--- config.mk ---
export PLATFORM = sky130hd
export DESIGN_NAME = mem_port_arbiter
export DESIGN_NICKNAME = d
export VERILOG_FILES = /design/src/rtl/mem_port_arbiter_pkg.sv /design/src/rtl/arb_timeout_counter.sv /design/src/rtl/mem_port_arbiter.sv
export SDC_FILE = /design/constraint.sdc
export NUM_CORES = 1
export LEC_CHECK = 0
export CAP_MARGIN = 20
export CORE_MARGIN = 10
export CORE_UTILIZATION = 66
export CTS_BUF_LIST = sky130_fd_sc_hd__clkbuf_8
export DETAILED_ROUTE_END_ITERATION = 10
export DONT_BUFFER_PORTS = 1
export PLACE_DENSITY = 0.9
export SKIP_LAST_GASP = 1
export SYNTH_ARGS = -nofsm -noshare
export SYNTH_HDL_FRONTEND = slang
export SYNTH_SLANG_ARGS = --single-unit
export TNS_END_PERCENT = 20
--- constraint.sdc ---
create_clock -name clk -period 3.29 [get_ports clk]
set_input_delay 0.658 -clock clk [delete_from_list [all_inputs] [get_ports clk]]
set_output_delay 0.658 -clock clk [all_outputs]
set_load 0.05 [all_outputs]
--- src/rtl/mem_port_arbiter_pkg.sv ---
// Shared definitions for the memory port arbiter: FSM state type and default bus widths.
package mem_port_arbiter_pkg;

    localparam int unsigned DefAddrW   = 32;
    localparam int unsigned DefDataW   = 32;
    localparam int unsigned DefTimeout = 255;

    typedef enum logic [1:0] {
        StIdle,
        StData,
        StFetch
    } arb_state_t;

endpackage

--- src/rtl/arb_timeout_counter.sv ---
// Bus watchdog: counts cycles without acknowledge and flags when the limit is reached.
module arb_timeout_counter
    import mem_port_arbiter_pkg::*;
#(
    parameter int unsigned Limit = DefTimeout,
    localparam int unsigned CntW = (Limit < 1) ? 1 : $clog2(Limit + 1)
) (
    input  logic clk_i,
    input  logic rst_ni,
    input  logic clr_i,
    input  logic en_i,
    output logic expired_o
);

    logic [CntW-1:0] cnt_q;
    logic [CntW-1:0] cnt_d;

    assign expired_o = (cnt_q == CntW'(Limit));

    // Clear has priority; saturate at the limit so the flag stays stable.
    always_comb begin
        cnt_d = cnt_q;
        if (clr_i) begin
            cnt_d = '0;
        end else if (en_i && !expired_o) begin
            cnt_d = cnt_q + 1'b1;
        end
    end

    // Counter register.
    always_ff @(posedge clk_i or negedge rst_ni) begin
        if (!rst_ni) begin
            cnt_q <= '0;
        end else begin
            cnt_q <= cnt_d;
        end
    end

endmodule

--- src/rtl/mem_port_arbiter.sv ---
// Shares the single external memory port between instruction fetch and data access,
// one bus transaction at a time, and holds results until the pipeline advances.
module mem_port_arbiter
    import mem_port_arbiter_pkg::*;
#(
    parameter int unsigned ADDR_W  = DefAddrW,
    parameter int unsigned DATA_W  = DefDataW,
    parameter int unsigned TIMEOUT = DefTimeout
) (
    input  logic                clk,
    input  logic                reset_n,
    // Fetch side
    input  logic                if_req,
    input  logic [ADDR_W-1:0]   if_addr,
    output logic [DATA_W-1:0]   if_rdata,
    output logic                if_done,
    output logic                if_err,
    // Data side
    input  logic                dm_req,
    input  logic                dm_we,
    input  logic [ADDR_W-1:0]   dm_addr,
    input  logic [DATA_W-1:0]   dm_wdata,
    input  logic [DATA_W/8-1:0] dm_sel,
    output logic [DATA_W-1:0]   dm_rdata,
    output logic                dm_done,
    output logic                dm_err,
    // Bus master
    output logic                bus_cyc,
    output logic                bus_stb,
    output logic                bus_we,
    output logic [ADDR_W-1:0]   bus_adr,
    output logic [DATA_W-1:0]   bus_dat_o,
    output logic [DATA_W/8-1:0] bus_sel,
    input  logic [DATA_W-1:0]   bus_dat_i,
    input  logic                bus_ack,
    // Pipeline control
    output logic                stall_pipl
);

    localparam int unsigned SelW = DATA_W / 8;

    arb_state_t        state_q;
    logic              bus_cyc_q;
    logic              bus_we_q;
    logic [ADDR_W-1:0] bus_adr_q;
    logic [DATA_W-1:0] bus_dat_q;
    logic [SelW-1:0]   bus_sel_q;
    logic [DATA_W-1:0] if_rdata_q;
    logic [DATA_W-1:0] dm_rdata_q;
    logic              if_done_q;
    logic              if_err_q;
    logic              dm_done_q;
    logic              dm_err_q;

    logic pend_dm;
    logic pend_if;
    logic busy;
    logic expired;

    assign pend_dm    = dm_req & ~dm_done_q;
    assign pend_if    = if_req & ~if_done_q;
    assign busy       = (state_q != StIdle);
    assign stall_pipl = pend_dm | pend_if | busy;

    // Counter is held clear while idle, so it starts from zero on every grant.
    arb_timeout_counter #(
        .Limit (TIMEOUT)
    ) u_timeout (
        .clk_i     (clk),
        .rst_ni    (reset_n),
        .clr_i     (~busy),
        .en_i      (busy & ~bus_ack),
        .expired_o (expired)
    );

    // Arbiter FSM with registered bus outputs and held results.
    always_ff @(posedge clk or negedge reset_n) begin
        if (!reset_n) begin
            state_q    <= StIdle;
            bus_cyc_q  <= 1'b0;
            bus_we_q   <= 1'b0;
            bus_adr_q  <= '0;
            bus_dat_q  <= '0;
            bus_sel_q  <= '0;
            if_rdata_q <= '0;
            dm_rdata_q <= '0;
            if_done_q  <= 1'b0;
            if_err_q   <= 1'b0;
            dm_done_q  <= 1'b0;
            dm_err_q   <= 1'b0;
        end else begin
            // The pipeline advances on this edge, so held results are consumed.
            if (!stall_pipl) begin
                if_done_q <= 1'b0;
                if_err_q  <= 1'b0;
                dm_done_q <= 1'b0;
                dm_err_q  <= 1'b0;
            end
            unique case (state_q)
                StIdle: begin
                    // Data first: it belongs to the older instruction.
                    if (pend_dm) begin
                        state_q   <= StData;
                        bus_cyc_q <= 1'b1;
                        bus_we_q  <= dm_we;
                        bus_adr_q <= dm_addr;
                        bus_dat_q <= dm_wdata;
                        bus_sel_q <= dm_sel;
                    end else if (pend_if) begin
                        state_q   <= StFetch;
                        bus_cyc_q <= 1'b1;
                        bus_we_q  <= 1'b0;
                        bus_adr_q <= if_addr;
                        bus_dat_q <= '0;
                        bus_sel_q <= '1;
                    end
                end
                StData: begin
                    if (bus_ack) begin
                        state_q    <= StIdle;
                        bus_cyc_q  <= 1'b0;
                        dm_rdata_q <= bus_dat_i;
                        dm_done_q  <= 1'b1;
                        dm_err_q   <= 1'b0;
                    end else if (expired) begin
                        state_q   <= StIdle;
                        bus_cyc_q <= 1'b0;
                        dm_done_q <= 1'b1;
                        dm_err_q  <= 1'b1;
                    end
                end
                StFetch: begin
                    if (bus_ack) begin
                        state_q    <= StIdle;
                        bus_cyc_q  <= 1'b0;
                        if_rdata_q <= bus_dat_i;
                        if_done_q  <= 1'b1;
                        if_err_q   <= 1'b0;
                    end else if (expired) begin
                        state_q   <= StIdle;
                        bus_cyc_q <= 1'b0;
                        if_done_q <= 1'b1;
                        if_err_q  <= 1'b1;
                    end
                end
                default: begin
                    state_q   <= StIdle;
                    bus_cyc_q <= 1'b0;
                end
            endcase
        end
    end

    assign bus_cyc   = bus_cyc_q;
    assign bus_stb   = bus_cyc_q;
    assign bus_we    = bus_we_q;
    assign bus_adr   = bus_adr_q;
    assign bus_dat_o = bus_dat_q;
    assign bus_sel   = bus_sel_q;

    assign if_rdata  = if_rdata_q;
    assign if_done   = if_done_q;
    assign if_err    = if_err_q;
    assign dm_rdata  = dm_rdata_q;
    assign dm_done   = dm_done_q;
    assign dm_err    = dm_err_q;

endmodule

==> run summary, run 1 <==
failing checks: hold timing
vias per inst: 6.457
Synth Warn #: 0
Setup Viol. Count Final: 0
Least-Margin Pin Slew: 1.028 ns
Cells after Synth: 420
layout cells sized above 1: 0.4070
max_cap viols: 0
clk slew on worst S/H paths: 0.08 ns
Core Region: 9240 µm²
Worst Setup Start Kind: flop
critical path, cell by cell: nand2b_4 -> nand3_1
H-Tree Level Count: 4
hold_ws: -0.06979 ns
number of global-route vias before repair: 3,924
I/O pins: 278
CP Class: reg -> out
RSZ-0062 raised after global routing: no
Final #Nets: 559
die height: 117.4 µm
Synth Register Bits: 148
port bufs: 0
first-pass GRT wire length: 23,920 µm
initial antenna violation count: 1
TritonRoute pass-1 iters: 5
Final Critical Period: 2.972 ns
CTS tree: done
gpl congestion: 0.8283
die width: 117.4 µm
status: complete, but fails checks
final hold vios: 148
drt drc: 0
Area Growth Syn to Fin: 6.370%
Final TNS setup: 0 ns
CP Capture Type: primary output
Synth area leaders: dfrtp_1 59%, mux2_2 23%, a22o_1 4.6%, buf_6 1.8%, buf_2 1.0%
final wirelength: 15,450 µm
Fillers: 596
period utilization: 0.9033
largest net degree at the start of global routing: 149
sequential area share after synthesis: 0.5911
CTS Sinks: 148
Worst Hold Class: in -> async
total congestion overflow: 0
CP max FO: 42
CTS root buf: clkbuf_8
Starting DRT DRC Count: 314
dpl hpwl: 11,450 µm
syn_area_per_cell: 14.92 µm²
Largest stage delay, worst path: 0.70 ns
cell taking the most area after synthesis: dfrtp_1
CTS buffer count: 17
Netlist Area Pre-Place: 6266 µm²
FF/Latch Area: 3704 µm²
drt wl/cell: 27.59 µm
post-synth cell types: 45
Worst EP required: 2.63 ns
Initial Util: 0.6781
total routing usage reported by global routing: 0.2169
Peak Freq: 336.5 MHz
Slew Viols, Final: 0
# rows: 35
Slowest-stage cell, CP: dfrtp_1
worst-skew pair later-pin latency: 0.42 ns
Critical Path AT: 2.31 ns
max_slew headroom: 0.3145
Final ANT Viol Nets: 0
clock buffer depth: 2
Worst Reg-to-Reg Cells: 3
footprint of the multi-input gates: 2298 µm²
via count: 3,616
clk_skew: 0.01442 ns
Die Area: 13,790 µm²
syn_nets: 562
area share of the largest cell type after synthesis: 0.5911
-- final timing paths --
path	from	end	slack, ns
max reg2reg	dm_done$_DFF_PN0_	dm_done$_DFF_PN0_	0.98
max	dm_done$_DFF_PN0_	stall_pipl	0.32
max in group asynchronous	reset_n	if_done$_DFF_PN0_	3.20
min in group clk	bus_ack	if_err$_DFF_PN0_	0.34
min	reset_n	bus_dat_o[21]$_DFFE_PN0P_	-0.07
min reg2reg	u_timeout.cnt_q[6]$_DFFE_PN0P_	u_timeout.cnt_q[6]$_DFFE_PN0P_	0.52
-- worst max-delay path: cells and delay by family (launching register included) --
family	cells	cell delay (ns)
simple gates	2	1.19
flops	1	0.70
-- what timing repair did --
item,CTS,global route
setup buffers,0,0
hold endpoints to repair,148,148
gates resized for setup,0,0
-- layout by cell type (no fill, tap or decap), types with 2 or more instances in the layout --
master and n:
nand4_1 4, a211oi_1 3, nand2_1 8, a31oi_1 3, nor2b_1 4, bufinv_16 3, dfrtp_1 148, clkinvlp_4 4
mux2_2 129, nand3_1 5, clkinv_4 2, ha_1 4, inv_1 8, and3_1 2, a22o_1 33, mux2_4 2
clkbuf_8 18, inv_6 4, nor2_1 7, o22a_1 4, buf_4 6, nor3_1 2, a21oi_1 3, o221ai_1 2
-- kinds of logic after synthesis --
| group | Yosys count | share of synthesized area |
|---|---|---|
| flip-flops | 148 | 0.5911 |
| adder cells (fa/ha/maj) | 4 | 0.007988 |
| AO/OA/AOI/OAI | 59 | 0.08347 |
| AND/OR/NAND/NOR | 40 | 0.03534 |
| multiplexers | 133 | 0.2400 |
| buffers and inverters | 36 | 0.04213 |
-- registers in the layout, summed over array words and instances (netlist names) --
register and flops:
bus_adr 32, bus_dat_o 32, dm_rdata 32, if_rdata 32
u_timeout.cnt_q 8, bus_sel 4, state_q 2, bus_cyc 1
bus_we 1, dm_done 1, dm_err 1, if_done 1
if_err 1
-- layer usage --
metal	share of wire	up-vias	global-route usage
li1	-	1529	-
met1	0.34	1858	0.2296
met2	0.51	214	0.3685
met3	0.13	15	0.1113
met4	0.011	0	0.06416
met5	0	-	0
-- layout make-up --
type	instances	area share
Timing Repair Buffer	6	0.006758
Antenna cell	1	0.0003754
Clock buffer	18	0.03717
Inverter	8	0.004505
Clock inverter	14	0.02647
Tap cell	129	0.02422
Multi-Input combinational cell	236	0.3448
Sequential cell	148	0.5557
-- cells in the mapped netlist (all sizes together) --
master / instances
a22o: 33
and4b: 1
and4: 1
mux2: 132
a211o: 1
mux2i: 1
o21a: 1
o311a: 1
a211oi: 3
nor2: 8
nand3: 5
a21o: 1
nor3b: 1
a21oi: 4
o2bb2ai: 1
nand2: 8
nor3: 2
clkbuf: 1
nand2b: 2
nand4b: 1
o211a: 1
ha: 4
a2111oi: 1
dfrtp: 148
a31oi: 3
o221a: 1
nand4: 4
and3: 2
buf: 27
nor2b: 4
a2bb2oi: 1
o22a: 4
inv: 8
o221ai: 2
and2: 1
o21bai: 1
-- stage by stage --
| stage | instance area [µm²] | cells | setup slack (ns) | utilization | hold slack [ns] |
|---|---|---|---|---|---|
| 3_3_place_gp | 6238 | 527 | 0.8299 | 0.6752 | 0.3664 |
| 4_1_cts | 6663 | 559 | 0.2952 | 0.7211 | -0.1029 |
| 3_5_place_dp | 6238 | 527 | 0.7783 | 0.6752 | 0.3663 |
| 6_report | 6665 | 560 | 0.3183 | 0.7213 | -0.06979 |
| 5_1_grt | 6665 | 560 | 0.2302 | 0.7213 | -0.1146 |
| 2_1_floorplan | 6266 | 420 | 1.112 | - | 0.3624 |
Power of run 1 is not shown: default switching activity piles up to over one toggle a cycle in this logic, so the estimate is an artifact.
==> inputs of run 2 (changes only) <==
--- a/config.mk
+++ b/config.mk
@@ -6,12 +6,10 @@
 export NUM_CORES = 1
 export LEC_CHECK = 0
 export CAP_MARGIN = 20
-export CORE_MARGIN = 10
-export CORE_UTILIZATION = 66
+export CORE_UTILIZATION = 47
 export CTS_BUF_LIST = sky130_fd_sc_hd__clkbuf_8
 export DETAILED_ROUTE_END_ITERATION = 10
-export DONT_BUFFER_PORTS = 1
-export PLACE_DENSITY = 0.9
+export PLACE_DENSITY = 0.95
 export SKIP_LAST_GASP = 1
 export SYNTH_ARGS = -nofsm -noshare
 export SYNTH_HDL_FRONTEND = slang
==> run summary, run 2 (synthesis gave the netlist of run 1 again) <==
max_cap viols: 0 (unchanged)
Fillers: 821 (was 596)
cts repair resizes: 0 (unchanged)
met1 Usage GRT: 0.2776 (was 0.2296)
CTS buffer count: 17 (unchanged)
port bufs: 277 (was 0)
most frequent cells in the layout: 275 x clkdlybuf4s50_1, 148 x dfrtp_1, 129 x mux2_2 (was 148 x dfrtp_1, 129 x mux2_2, 33 x a22o_1)
drt wl/cell: 18.60 µm (was 27.59 µm)
I/O pins: 278 (unchanged)
H-Tree Level Count: 4 (unchanged)
clk slew on worst S/H paths: 0.08 ns (about the same)
Slew Viols, Final: 0 (unchanged)
hold_ws: 0.2219 ns (was -0.06979 ns)
Worst Hold Class: in -> async (unchanged)
Area Growth Syn to Fin: 52.24% (was 6.370%)
Sw Share: 0.4690
CTS Hold Bufs: 0
Die Area: 13,800 µm² (was 13,790 µm²)
Final Critical Period: 2.748 ns (was 2.972 ns)
peak supply drop: 807.7 µV
Least-Margin Pin Slew: 0.6667 ns (was 1.028 ns)
TritonRoute pass-1 iters: 6 (was 5)
Final #Nets: 839 (was 559)
total congestion overflow: 0 (unchanged)
die height: 117.5 µm (was 117.4 µm)
dpl cells: 849 (was 527)
sequential share of power: 0.279
clock buffer depth: 2 (unchanged)
Final TNS setup: 0 ns (unchanged)
status: finished clean (was complete, but fails checks)
Worst Setup Start Kind: flop (unchanged)
dpl hpwl: 12,190 µm (was 11,450 µm)
via count: 4,644 (was 3,616)
layout cells sized above 1: 0.2535 (was 0.4070)
busiest grt layer: met2 (unchanged)
PD cells: 1171 nW/µm²
final hold vios: 0 (was 148)
GRT met2 Usage: 0.4327 (was 0.3685)
number of global-route vias before repair: 5,112 (was 3,924)
worst-skew pair later-pin latency: 0.43 ns (was 0.42 ns)
critical path, cell by cell: inv_1 -> ha_1 -> nand3_1 -> buf_12 (was nand2b_4 -> nand3_1)
Core Region: 12,820 µm² (was 9240 µm²)
total routing usage reported by global routing: 0.2478 (was 0.2169)
die width: 117.5 µm (was 117.4 µm)
RSZ-0062 raised after global routing: no (unchanged)
Final Non-Filler Cells: 882 (was 560)
gpl congestion: 0.8462 (was 0.8283)
CTS root buf: clkbuf_8 (unchanged)
Int Power: 5.932 mW
# rows: 41 (was 35)
clk_skew: 0.005499 ns (was 0.01442 ns)
CP Capture Type: primary output (unchanged)
drt drc: 0 (unchanged)
Worst EP required: 2.63 ns (about the same)
Slowest-stage cell, CP: ha_1 (was dfrtp_1)
Post-CTS Setup Bufs: 0 (unchanged)
Largest stage delay, worst path: 0.61 ns (was 0.70 ns)
Starting DRT DRC Count: 192 (was 314)
Final Total Pwr: 11.17 mW
max_slew headroom: 0.5555 (was 0.3145)
sw power: 5.240 mW
Critical Path AT: 2.09 ns (was 2.31 ns)
CTS tree: done (unchanged)
commonest non-fill, non-tap cell in the layout: clkdlybuf4s50_1 (was dfrtp_1)
CP Class: reg -> out (unchanged)
ANT cells: 0 (was 1)
M3 GR Usage: 0.07025 (was 0.1113)
footprint of the multi-input gates: 2298 µm² (unchanged)
CTS Sinks: 148 (unchanged)
CP max FO: 19 (was 42)
largest net degree at the start of global routing: 72 (was 149)
clock share of power: 0.130
Peak Freq: 364.0 MHz (was 336.5 MHz)
Initial Util: 0.4886 (was 0.6781)
vias per inst: 5.265 (was 6.457)
initial antenna violation count: 0 (was 1)
r2r setup slk: 0.80 ns (was 0.98 ns)
FF/Latch Area: 3704 µm² (unchanged)
Comb power frac: 0.591
final wirelength: 16,400 µm (was 15,450 µm)
first-pass GRT wire length: 26,730 µm (was 23,920 µm)
Setup Viol. Count Final: 0 (unchanged)
period utilization: 0.8351 (was 0.9033)
Final ANT Viol Nets: 0 (unchanged)
Leak: 3.988 nW
-- run 2: cell count changes in the layout (fill, tap and decap cells not counted), moves of 2 or more --
cell	change
clkdlybuf4s50_1	+275
buf_12	+2
clkinv_2	+2
inv_6	-4
-- run 2: worst max-delay path: cells and delay by family (launching register included) --
| family | cells | cell delay, ns |
|---|---|---|
| buf+inv | 2 | 0.37 |
| flops | 1 | 0.39 |
| simple gates | 1 | 0.28 |
| fa+ha+maj | 1 | 0.61 |
-- run 2: area by class of cell --
class                           instances  area share
Sequential cell                       148      0.3882
Clock inverter                         13     0.01666
Clock buffer                           19     0.02741
Multi-Input combinational cell        236      0.2409
Tap cell                              172     0.02256
Inverter                                8    0.003148
Timing Repair Buffer                  286      0.3010
-- run 2: stage by stage --
stage	setup WS (ns)	instance area (µm²)	util
after floorplan	1.112	6266	-
final	0.5424	9539	0.7438
after detailed placement	0.5973	9104	0.7099
after global routing	0.3973	9539	0.7438
after CTS	0.5462	9524	0.7426
after global placement	0.7062	9104	0.7099
-- run 2: path summary, 6_finish.rpt --
check,startpoint,to,cells after the start
max,state_q[1]$_DFFE_PN0P_,stall_pipl,4
min,reset_n,if_rdata[25]$_DFFE_PN0P_,1
max reg2reg,state_q[1]$_DFFE_PN0P_,bus_adr[8]$_DFFE_PN0P_,6
min reg2reg,bus_dat_o[15]$_DFFE_PN0P_,bus_dat_o[15]$_DFFE_PN0P_,1
max in group asynchronous,reset_n,bus_adr[29]$_DFFE_PN0P_,2
min in group clk,bus_dat_o[15]$_DFFE_PN0P_,bus_dat_o[15]$_DFFE_PN0P_,1
-- run 2: power by group through the flow --
| stage | combinational, mW | clock, mW | sequential, mW |
|---|---|---|---|
| floorplan | 1.66 | 0 | 5.91 |
| finish | 6.61 | 1.45 | 3.12 |
| global placement | 6.48 | 0 | 3.09 |
| global route | 6.84 | 1.56 | 3.23 |
| CTS | 6.63 | 1.48 | 3.12 |
| detailed placement | 6.60 | 0 | 3.15 |
-- run 2: layer usage --
layer	wire length, µm	share of wire	vias up
li1	-	-	2101
met1	6201	0.38	2275
met2	8403	0.51	224
met3	1128	0.069	44
met4	669	0.041	0
met5	0	0	-
(Power assumes the default switching activity.)
==> inputs of run 3 (changes only) <==
--- a/config.mk
+++ b/config.mk
@@ -6,10 +6,10 @@
 export NUM_CORES = 1
 export LEC_CHECK = 0
 export CAP_MARGIN = 20
-export CORE_UTILIZATION = 47
+export CORE_UTILIZATION = 39
 export CTS_BUF_LIST = sky130_fd_sc_hd__clkbuf_8
 export DETAILED_ROUTE_END_ITERATION = 10
-export PLACE_DENSITY = 0.95
+export PLACE_DENSITY = 0.86
 export SKIP_LAST_GASP = 1
 export SYNTH_ARGS = -nofsm -noshare
 export SYNTH_HDL_FRONTEND = slang
==> constraint.sdc (replaced) <==
create_clock -name clk -period 2.5 [get_ports clk]
set_input_delay 0.5 -clock clk [delete_from_list [all_inputs] [get_ports clk]]
set_output_delay 0.5 -clock clk [all_outputs]
set_load 0.05 [all_outputs]
==> run summary, run 3 (synthesis gave the netlist of run 1 again) <==
port bufs: 277 (unchanged)
TritonRoute pass-1 iters: 4 (was 6)
Worst EP required: 2.00 ns (was 2.63 ns)
Worst Hold Class: in -> async (unchanged)
Peak Freq: 449.5 MHz
commonest non-fill, non-tap cell in the layout: clkdlybuf4s50_1 (unchanged)
number of global-route vias before repair: 4,962 (was 5,112)
Final Total Pwr: 14.74 mW (was 11.17 mW)
period utilization: 0.8900
gpl congestion: 0.8240 (was 0.8462)
footprint of the multi-input gates: 2298 µm² (unchanged)
FF/Latch Area: 3704 µm² (unchanged)
CP max FO: 4 (was 19)
final wirelength: 16,110 µm (was 16,400 µm)
CP Buf/Inv Count: 1 (was 2)
drt wl/cell: 17.45 µm (was 18.60 µm)
cts repair resizes: 0 (unchanged)
final hold vios: 0 (unchanged)
Core Region: 15,430 µm² (was 12,820 µm²)
max_cap viols: 0 (unchanged)
Leak: 4.016 nW (was 3.988 nW)
Final ANT Viol Nets: 0 (unchanged)
drt drc: 0 (unchanged)
first-pass GRT wire length: 25,140 µm (was 26,730 µm)
CTS buffer count: 17 (unchanged)
hold_ws: 0.02227 ns (was 0.2219 ns)
WL met2: 8340 µm (was 8403 µm)
CTS Sinks: 148 (unchanged)
total congestion overflow: 0 (unchanged)
Setup Viol. Count Final: 0 (unchanged)
Met3 Wirelength: 1348 µm (was 1128 µm)
Largest stage delay, worst path: 0.85 ns (was 0.61 ns)
Final TNS setup: 0 ns (unchanged)
Post-CTS Setup Bufs: 0 (unchanged)
met1 WL: 6246 µm (was 6201 µm)
Crit path max-delay family: buffers and inverters (was adder cells)
clk_skew: 0.008026 ns (was 0.005499 ns)
max_slew headroom: 0.6324 (was 0.5555)
dpl hpwl: 11,950 µm (was 12,190 µm)
I/O pins: 278 (unchanged)
clock buffer depth: 2 (unchanged)
vias per inst: 4.950 (was 5.265)
Worst Setup Start Kind: flop (unchanged)
most frequent cells in the layout: 275 x clkdlybuf4s50_1, 148 x dfrtp_1, 129 x mux2_2 (unchanged)
total routing usage reported by global routing: 0.1979 (was 0.2478)
ANT cells: 0 (unchanged)
Area Growth Syn to Fin: 53.91% (was 52.24%)
critical path, cell by cell: clkdlybuf4s50_1 (was inv_1 -> ha_1 -> nand3_1 -> buf_12)
Die Area: 16,580 µm² (was 13,800 µm²)
worst-skew pair later-pin latency: 0.43 ns (about the same)
CP Class: reg -> out (unchanged)
clk slew on worst S/H paths: 0.08 ns (about the same)
CTS root buf: clkbuf_8 (unchanged)
initial antenna violation count: 0 (unchanged)
largest net degree at the start of global routing: 56 (was 72)
H-Tree Level Count: 4 (unchanged)
CTS Hold Bufs: 0 (unchanged)
die width: 128.8 µm (was 117.5 µm)
Least-Margin Pin Slew: 0.5496 ns (was 0.6667 ns)
DR top layer: met4 (unchanged)
Initial Util: 0.4062 (was 0.4886)
die height: 128.8 µm (was 117.5 µm)
peak supply drop: 946.6 µV (was 807.7 µV)
Fillers: 1,161 (was 821)
Final #Nets: 841 (was 839)
status: finished clean (unchanged)
Slowest-stage cell, CP: clkdlybuf4s50_1 (was ha_1)
Slew Viols, Final: 0 (unchanged)
PD cells: 1528 nW/µm² (was 1171 nW/µm²)
via count: 4,569 (was 4,644)
RSZ-0062 raised after global routing: no (unchanged)
Starting DRT DRC Count: 138 (was 192)
Critical Path AT: 1.72 ns (was 2.09 ns)
CTS tree: done (unchanged)
layout cells sized above 1: 0.2570 (was 0.2535)
Final Critical Period: 2.225 ns
CP Capture Type: primary output (unchanged)
# rows: 45 (was 41)
==> run 3: where the power goes <==
| group | leakage, nW | internal, mW | switching [mW] |
|---|---|---|---|
| clock | 0.200 | 0.954 | 0.934 |
| sequential | 1.80 | 3.49 | 0.624 |
| combinational | 2.01 | 3.33 | 5.40 |
| total | 4.02 | 7.78 | 6.96 |
==> run 3: layout make-up <==
class,count,area share
Sequential cell,148,0.3840
Timing Repair Buffer,288,0.3050
Multi-Input combinational cell,236,0.2383
Tap cell,211,0.02737
Clock buffer,19,0.02711
Clock inverter,13,0.01505
Inverter,8,0.003114
==> run 3: through the flow <==
step	utilization	cells	cell area [µm²]	setup WS, ns
6_report	0.6251	923	9644	0.2751
5_1_grt	0.6251	923	9644	0.1455
4_1_cts	0.6251	923	9644	0.2198
3_5_place_dp	0.5988	891	9238	0.3305
3_3_place_gp	0.5988	891	9238	0.3391
2_1_floorplan	-	420	6266	0.4800
==> run 3: layer usage <==
layer,vias up,track usage
met5,-,0
met4,0,0.05744
met3,14,0.06944
met2,196,0.3501
met1,2272,0.2254
li1,2087,-
==> run 3: path summary, 6_finish.rpt <==
path / from / to / slack (ns) / cells past startpoint
worst max-delay path: bus_cyc$_DFFE_PN0P_ / bus_stb / 0.28 / 1
worst min-delay path: reset_n / if_rdata[26]$_DFFE_PN0P_ / 0.02 / 1
worst max register to register: state_q[1]$_DFFE_PN0P_ / bus_adr[24]$_DFFE_PN0P_ / 0.59 / 6
worst min register to register: u_timeout.cnt_q[6]$_DFFE_PN0P_ / u_timeout.cnt_q[6]$_DFFE_PN0P_ / 0.50 / 1
max in group asynchronous: reset_n / bus_dat_o[16]$_DFFE_PN0P_ / 1.80 / 2
min in group clk: u_timeout.cnt_q[6]$_DFFE_PN0P_ / u_timeout.cnt_q[6]$_DFFE_PN0P_ / 0.50 / 1
